==> src/rtl/mdu_seq.sv <==
// rtl/mdu_seq.sv - iterative unsigned MUL/MULHU/DIVU/REMU sequencer driving an external ALU
module mdu_seq #(
   parameter int         W          = 32,
   parameter int         CW         = $clog2(W) + 1,
   parameter logic [3:0] ALU_OP_ADD = 4'd0,
   parameter logic [3:0] ALU_OP_SUB = 4'd1
) (
   input  logic         clk,
   input  logic         rst_n,
   input  logic         flush,
   input  logic         req_valid,
   output logic         req_ready,
   input  logic [1:0]   req_op,
   input  logic [W-1:0] req_a,
   input  logic [W-1:0] req_b,
   output logic         resp_valid,
   input  logic         resp_ready,
   output logic [W-1:0] resp_data,
   output logic [W-1:0] alu_a,
   output logic [W-1:0] alu_b,
   output logic [3:0]   alu_op,
   input  logic [W-1:0] alu_y
);

   typedef enum logic [1:0] {
      S_IDLE = 2'd0,
      S_CALC = 2'd1,
      S_DONE = 2'd2
   } state_t;

   state_t        state_q, state_d;
   logic [1:0]    op_q, op_d;
   // acc holds hi (multiply) or rem (divide); lo holds lo or quo; opb holds mc or dv
   logic [W-1:0]  acc_q, acc_d;
   logic [W-1:0]  lo_q, lo_d;
   logic [W-1:0]  opb_q, opb_d;
   logic [CW-1:0] cnt_q, cnt_d;
   logic [W-1:0]  res_q, res_d;

   logic          is_div;
   logic [W-1:0]  div_t;
   logic          div_ge;
   logic          mul_carry;
   logic          last_iter;

   assign is_div    = op_q[1];
   // Restoring divide: shift the next dividend bit into the partial remainder.
   // A set rem msb means the shifted value exceeds W bits and is always >= dv.
   assign div_t     = {acc_q[W-2:0], lo_q[W-1]};
   assign div_ge    = acc_q[W-1] || (div_t >= opb_q);
   // Unsigned add overflowed iff the sum wrapped below one operand.
   assign mul_carry = (alu_y < acc_q);
   assign last_iter = (cnt_q == CW'(W - 1));

   assign req_ready  = (state_q == S_IDLE);
   assign resp_valid = (state_q == S_DONE);
   assign resp_data  = res_q;

   // Next-state, datapath update and ALU drive.
   always_comb begin
      state_d = state_q;
      op_d    = op_q;
      acc_d   = acc_q;
      lo_d    = lo_q;
      opb_d   = opb_q;
      cnt_d   = cnt_q;
      res_d   = res_q;
      alu_a   = '0;
      alu_b   = '0;
      alu_op  = ALU_OP_ADD;

      if (flush) begin
         state_d = S_IDLE;
      end else begin
         case (state_q)
            S_IDLE: begin
               if (req_valid) begin
                  op_d  = req_op;
                  acc_d = '0;
                  lo_d  = req_a;
                  opb_d = req_b;
                  cnt_d = '0;
                  if (req_op[1] && (req_b == '0)) begin
                     // RISC-V divide-by-zero: quotient all ones, remainder = dividend
                     res_d   = req_op[0] ? req_a : '1;
                     state_d = S_DONE;
                  end else begin
                     state_d = S_CALC;
                  end
               end
            end
            S_CALC: begin
               if (!is_div) begin
                  if (lo_q[0]) begin
                     alu_op        = ALU_OP_ADD;
                     alu_a         = acc_q;
                     alu_b         = opb_q;
                     {acc_d, lo_d} = {mul_carry, alu_y, lo_q[W-1:1]};
                  end else begin
                     {acc_d, lo_d} = {1'b0, acc_q, lo_q[W-1:1]};
                  end
               end else begin
                  alu_op = ALU_OP_SUB;
                  alu_a  = div_t;
                  alu_b  = opb_q;
                  acc_d  = div_ge ? alu_y : div_t;
                  lo_d   = {lo_q[W-2:0], div_ge};
               end
               cnt_d = cnt_q + CW'(1);
               if (last_iter) begin
                  // MUL/DIVU take the low/quotient half, MULHU/REMU the high/remainder half
                  res_d   = op_q[0] ? acc_d : lo_d;
                  cnt_d   = '0;
                  state_d = S_DONE;
               end
            end
            S_DONE: begin
               if (resp_ready) begin
                  state_d = S_IDLE;
               end
            end
            default: begin
               state_d = S_IDLE;
            end
         endcase
      end
   end

   // State and datapath registers with asynchronous reset.
   always_ff @(posedge clk or negedge rst_n) begin
      if (!rst_n) begin
         state_q <= S_IDLE;
         op_q    <= '0;
         acc_q   <= '0;
         lo_q    <= '0;
         opb_q   <= '0;
         cnt_q   <= '0;
         res_q   <= '0;
      end else begin
         state_q <= state_d;
         op_q    <= op_d;
         acc_q   <= acc_d;
         lo_q    <= lo_d;
         opb_q   <= opb_d;
         cnt_q   <= cnt_d;
         res_q   <= res_d;
      end
   end

endmodule

==> config.mk <==
export PLATFORM = sky130hd
export DESIGN_NAME = mdu_seq
export DESIGN_NICKNAME = d
export VERILOG_FILES = /design/src/rtl/mdu_seq.sv
export SDC_FILE = /design/constraint.sdc
export NUM_CORES = 1
export LEC_CHECK = 0
export CAP_MARGIN = 10
export CORE_MARGIN = 4
export CORE_UTILIZATION = 50
export CTS_CLUSTER_SIZE = 30
export DETAILED_ROUTE_END_ITERATION = 10
export DONT_BUFFER_PORTS = 1
export PLACE_DENSITY = 0.66
export SYNTH_ARGS = -nofsm -noshare
export SYNTH_HDL_FRONTEND = slang
export SYNTH_SLANG_ARGS = --single-unit
==> constraint.sdc <==
create_clock -name clk -period 2.1 [get_ports clk]
set_input_delay 0.315 -clock clk [delete_from_list [all_inputs] [get_ports clk]]
set_output_delay 0.315 -clock clk [all_outputs]
set_load 0.1 [all_outputs]
==> Flow_metrics.wiki <==
{| class="wikitable"
! Metric !! Value
|-
| Initial Util || 51.4%
|-
| Worst setup path startpoint || opb_q[25]$_DFFE_PN0P_
|-
| Post-route fraction of the period consumed by the critical path || 123%
|-
| Pwr per Cell Area || 1840 nW/um^2
|-
| Worst hold slack after final layout || -423 ps
|-
| Initial drt markers || 1194
|-
| Sum of overflow across all layers after global routing || 0
|-
| TritonCTS buffer count || 17
|-
| Synthesized instance count || 1175
|-
| Hold violation total from the final report || 138
|-
| Crit. End Element || flop
|-
| Critical path data required time || between 2000 and 2500 ps
|-
| Violations in the final reports || negative hold slack, negative setup slack
|-
| Routed wire length || 42500 um
|-
| Setup TNS || -29070 ps
|-
| Final count of negative-setup-slack endpoints || 126
|-
| Placement Rows || 51
|-
| Count of synthesis-stage warnings from yosys || 0
|-
| Average detailed-routed wire length per instance || 25.3 um
|-
| Switching power || roughly 15 mW
|-
| Number of flops mapped to enable cells by yosys || 0
|-
| Final max-slew violation count || 0
|-
| Sequential share of power || about 16%
|-
| Biggest fanout along the worst timing path || 24
|-
| P_leak || 7.04 nW
|-
| Die W || 150 um
|-
| Top FF cell, synth || sky130_fd_sc_hd__dfrtp_1
|-
| Post-Route Skew || around 12 ps
|-
| Sinks on Clock Net || 138
|-
| Combinational fraction of design power || 73.7%
|-
| Final worst setup slack || -487 ps
|-
| Netlist cell types || 61
|-
| Transition at the pin with the smallest max-transition slack || around 640 ps
|-
| Maximum resistive drop on vdd || 1.33 mV
|-
| HPWL after DPL || 26200 um
|-
| Setup repair after global routing missed its margin || true
|-
| Area of placed instances || 13700 um^2
|-
| First drt pass iteration count || 5
|-
| Max frequency || 0.387 GHz
|-
| Via/cell ratio || 6.50
|-
| Power after layout || around 30 mW
|-
| Count of buffers from port buffering || 0
|-
| First-pass GRT wire length || 63300 um
|-
| Area growth, synth to finish || 56.7%
|-
| Seq cells post-synth || 138
|-
| Clock network latency to the later pin of the worst-skew pair || 430 ps
|-
| Hold Buf Count CTS || 2
|-
| Min Clock Period, post-route || 2590 ps
|-
| Cell area after layout || 15800 um^2
|-
| Clock power share || between 10% and 20%
|-
| Vert. Die Dim || 150 um
|-
| Remaining DRCs || 0
|-
| Total Routing Usage GR || 36.4%
|-
| Post-Synthesis Mean Instance Area || 8.59 um^2
|-
| Pre-CTS WS || -564 ps
|-
| Outcome || complete, but fails checks
|-
| Pin count of the biggest net entering global routing || 139
|-
| Headroom to the max-slew limit || 57.1%
|-
| Maximum clock insertion buffer count || 2
|-
| Switching Share || 52.8%
|-
| Clock Tree Root || sky130_fd_sc_hd__clkbuf_16
|-
| Via count of the first global-routing pass || 11100
|-
| Int Power || 13.8 mW
|-
| Max Cap Violations || 0
|-
| Share of post-route cells with drive strength above 1 || between 30% and 40%
|-
| Maximum level of the CTS H-tree || 4
|-
| Via total after detailed routing || 10900
|-
| Total core area || approximately 20000 um^2
|-
| Launching point of the worst reg2reg path || opb_q[25]$_DFFE_PN0P_
|-
| Post-Synthesis Cell Area || 10100 um^2
|-
| Count of boundary I/O pins || a little over 200
|-
| Critical path arrival || slightly below 3000 ps
|-
| Post-synthesis sequential area ratio || 34.2%
|-
| Total of fill cells in the finished design || 1133
|-
| Path category of the worst min-delay check || input pin to asynchronous set/reset pin
|-
| GPL Wtd Cong || 0.936
|-
| CTS tree || done
|-
| Critical path launch point type || flop
|-
| Number of nets with antenna violations after routing || 0
|-
| Async SR Flop Fraction || 100%
|-
| Critical path class || flop to flop
|-
| Floorplan die area || 22500 um^2
|-
| Count of nets after finishing || 1571
|-
| Initial antenna violation count || 0
|-
| Post-CTS clock slew at the launch and capture registers of the worst setup and hold paths || 60 ps
|}
-- final timing paths --
check / to / slack, ps / cells past startpoint
setup / recovery: acc_q[27]$_DFFE_PN0P_ / -490 / 9
hold / removal: lo_q[24]$_DFFE_PN0P_ / -420 / 0
setup reg to reg: acc_q[27]$_DFFE_PN0P_ / -490 / 9
hold reg to reg: cnt_q[5]$_DFFE_PN0P_ / 510 / 1
max in group asynchronous: op_q[1]$_DFFE_PN0P_ / 2260 / 0
min in group clk: op_q[0]$_DFFE_PN0P_ / 0 / 2
-- cell usage after synthesis (all sizes together) (3+ instances only) --
library cell,count,area [um^2]
o21a,3,23.8
nor2,60,225
a22oi,21,158
nand2,135,507
and3,11,68.8
ha,64,801
a211o,30,263
dfrtp,138,3450
a211oi,14,110
o31ai,32,240
nand4,13,81.3
nor4,6,37.5
a21oi,36,191
nor3,35,191
o211a,51,510
o211ai,3,36.3
inv,100,375
nand2b,7,51.3
nand3,12,60.1
o32ai,30,390
o21ai,112,561
nor2b,36,225
o2111ai,3,26.3
clkbuf,75,282
a21o,7,52.6
buf,21,109
o22ai,31,194
mux2i,65,651
-- registers in the layout, indices dropped and copies added (netlist names) --
signal     count
state_q        2
resp_data     32
acc_q         32
lo_q          32
cnt_q          6
opb_q         32
op_q           2
-- worst max-delay path, cell delays in order (launching register included) --
cell                       delay (ps)
sky130_fd_sc_hd__dfrtp_1          330
sky130_fd_sc_hd__inv_1             90
sky130_fd_sc_hd__ha_4             300
sky130_fd_sc_hd__nand3_2           80
sky130_fd_sc_hd__or3_4            430
sky130_fd_sc_hd__o221ai_4         360
sky130_fd_sc_hd__a21oi_4          100
sky130_fd_sc_hd__buf_12           200
sky130_fd_sc_hd__o211a_1          260
sky130_fd_sc_hd__o32ai_2          300
-- cell type report --
| cell class | count | area, um^2 | area share (%) |
|---|---|---|---|
| timing repair buffer | 302 | 3700 | 23.4 |
| clock inverter | 10 | 95.1 | 0.601 |
| multi-input combinational | 844 | 7370 | 46.6 |
| inverter | 101 | 384 | 2.43 |
| clock buffer | 20 | 467 | 2.95 |
| sequential | 138 | 3460 | 21.9 |
| tap | 265 | 332 | 2.10 |
| antenna | 1 | 2.50 | 0.0158 |
-- cells in the final DEF, fill, tap and decap left out, types with 9 or more instances in the layout --
master	n
sky130_fd_sc_hd__a211o_1	30
sky130_fd_sc_hd__o21ai_0	107
sky130_fd_sc_hd__nand4_1	13
sky130_fd_sc_hd__nand2_1	134
sky130_fd_sc_hd__o211a_1	43
sky130_fd_sc_hd__ha_4	10
sky130_fd_sc_hd__nor2_1	22
sky130_fd_sc_hd__buf_6	21
sky130_fd_sc_hd__o31ai_2	21
sky130_fd_sc_hd__buf_16	10
sky130_fd_sc_hd__buf_4	177
sky130_fd_sc_hd__ha_1	53
sky130_fd_sc_hd__a211oi_1	11
sky130_fd_sc_hd__inv_2	11
sky130_fd_sc_hd__dfrtp_1	134
sky130_fd_sc_hd__buf_12	87
sky130_fd_sc_hd__nor2b_1	34
sky130_fd_sc_hd__clkbuf_16	18
sky130_fd_sc_hd__o32ai_2	24
sky130_fd_sc_hd__a21oi_2	9
sky130_fd_sc_hd__nor2_4	35
sky130_fd_sc_hd__and3_4	10
sky130_fd_sc_hd__a21oi_1	19
sky130_fd_sc_hd__nand3_1	10
sky130_fd_sc_hd__a22oi_2	21
sky130_fd_sc_hd__inv_1	89
sky130_fd_sc_hd__nor3_4	32
sky130_fd_sc_hd__o22ai_1	31
sky130_fd_sc_hd__mux2i_1	64
-- power groups by stage --
stage / clock network, mW / logic (mW) / registers [mW]
2_1_floorplan: 0 / 10.1 / 6.76
3_5_place_dp: 0 / 17.4 / 4.68
3_3_place_gp: 0 / 17.1 / 4.64
4_1_cts: 2.95 / 20.0 / 4.64
5_1_grt: 3.08 / 22.4 / 4.82
6_report: 2.97 / 21.5 / 4.71
-- timing repair --
action                     CTS  global route
cloned                      15             2
gates resized for setup    116            75
setup endpoints to repair  130           154
buffers inserted            34            14
pin swaps                   62            59
hold endpoints to repair   139           138
-- per-layer routing --
| layer | part of all wire (%) | global-route usage [%] | wire length (um) | up-vias |
|---|---|---|---|---|
| met5 | 0 | 0 | 0 | - |
| met4 | 6.8 | 20.3 | 2890 | 0 |
| met3 | 10 | 11.3 | 4360 | 215 |
| met2 | 48 | 59.8 | 20500 | 696 |
| met1 | 35 | 42.3 | 14800 | 5283 |
| li1 | - | - | - | 4737 |
-- logic make-up (layout without fill, tap and decap cells) --
kind of cell	Yosys count	count (layout)	synth area share (%)
flip-flops	138	138	34.2
AO/OA/AOI/OAI	384	384	28.4
adder cells (fa/ha/maj)	64	64	7.93
other	1	4	0.0371
buffers and inverters	197	433	7.62
multiplexers	67	67	6.67
AND/OR/NAND/NOR	324	326	15.1
-- through the flow --
step	std cells	utilization, %
2_1_floorplan	1177	-
3_3_place_gp	1591	69.6
3_5_place_dp	1591	69.6
4_1_cts	1672	78.7
5_1_grt	1680	80.5
6_report	1681	80.5
Note: power is estimated with default switching activity, not from simulation.
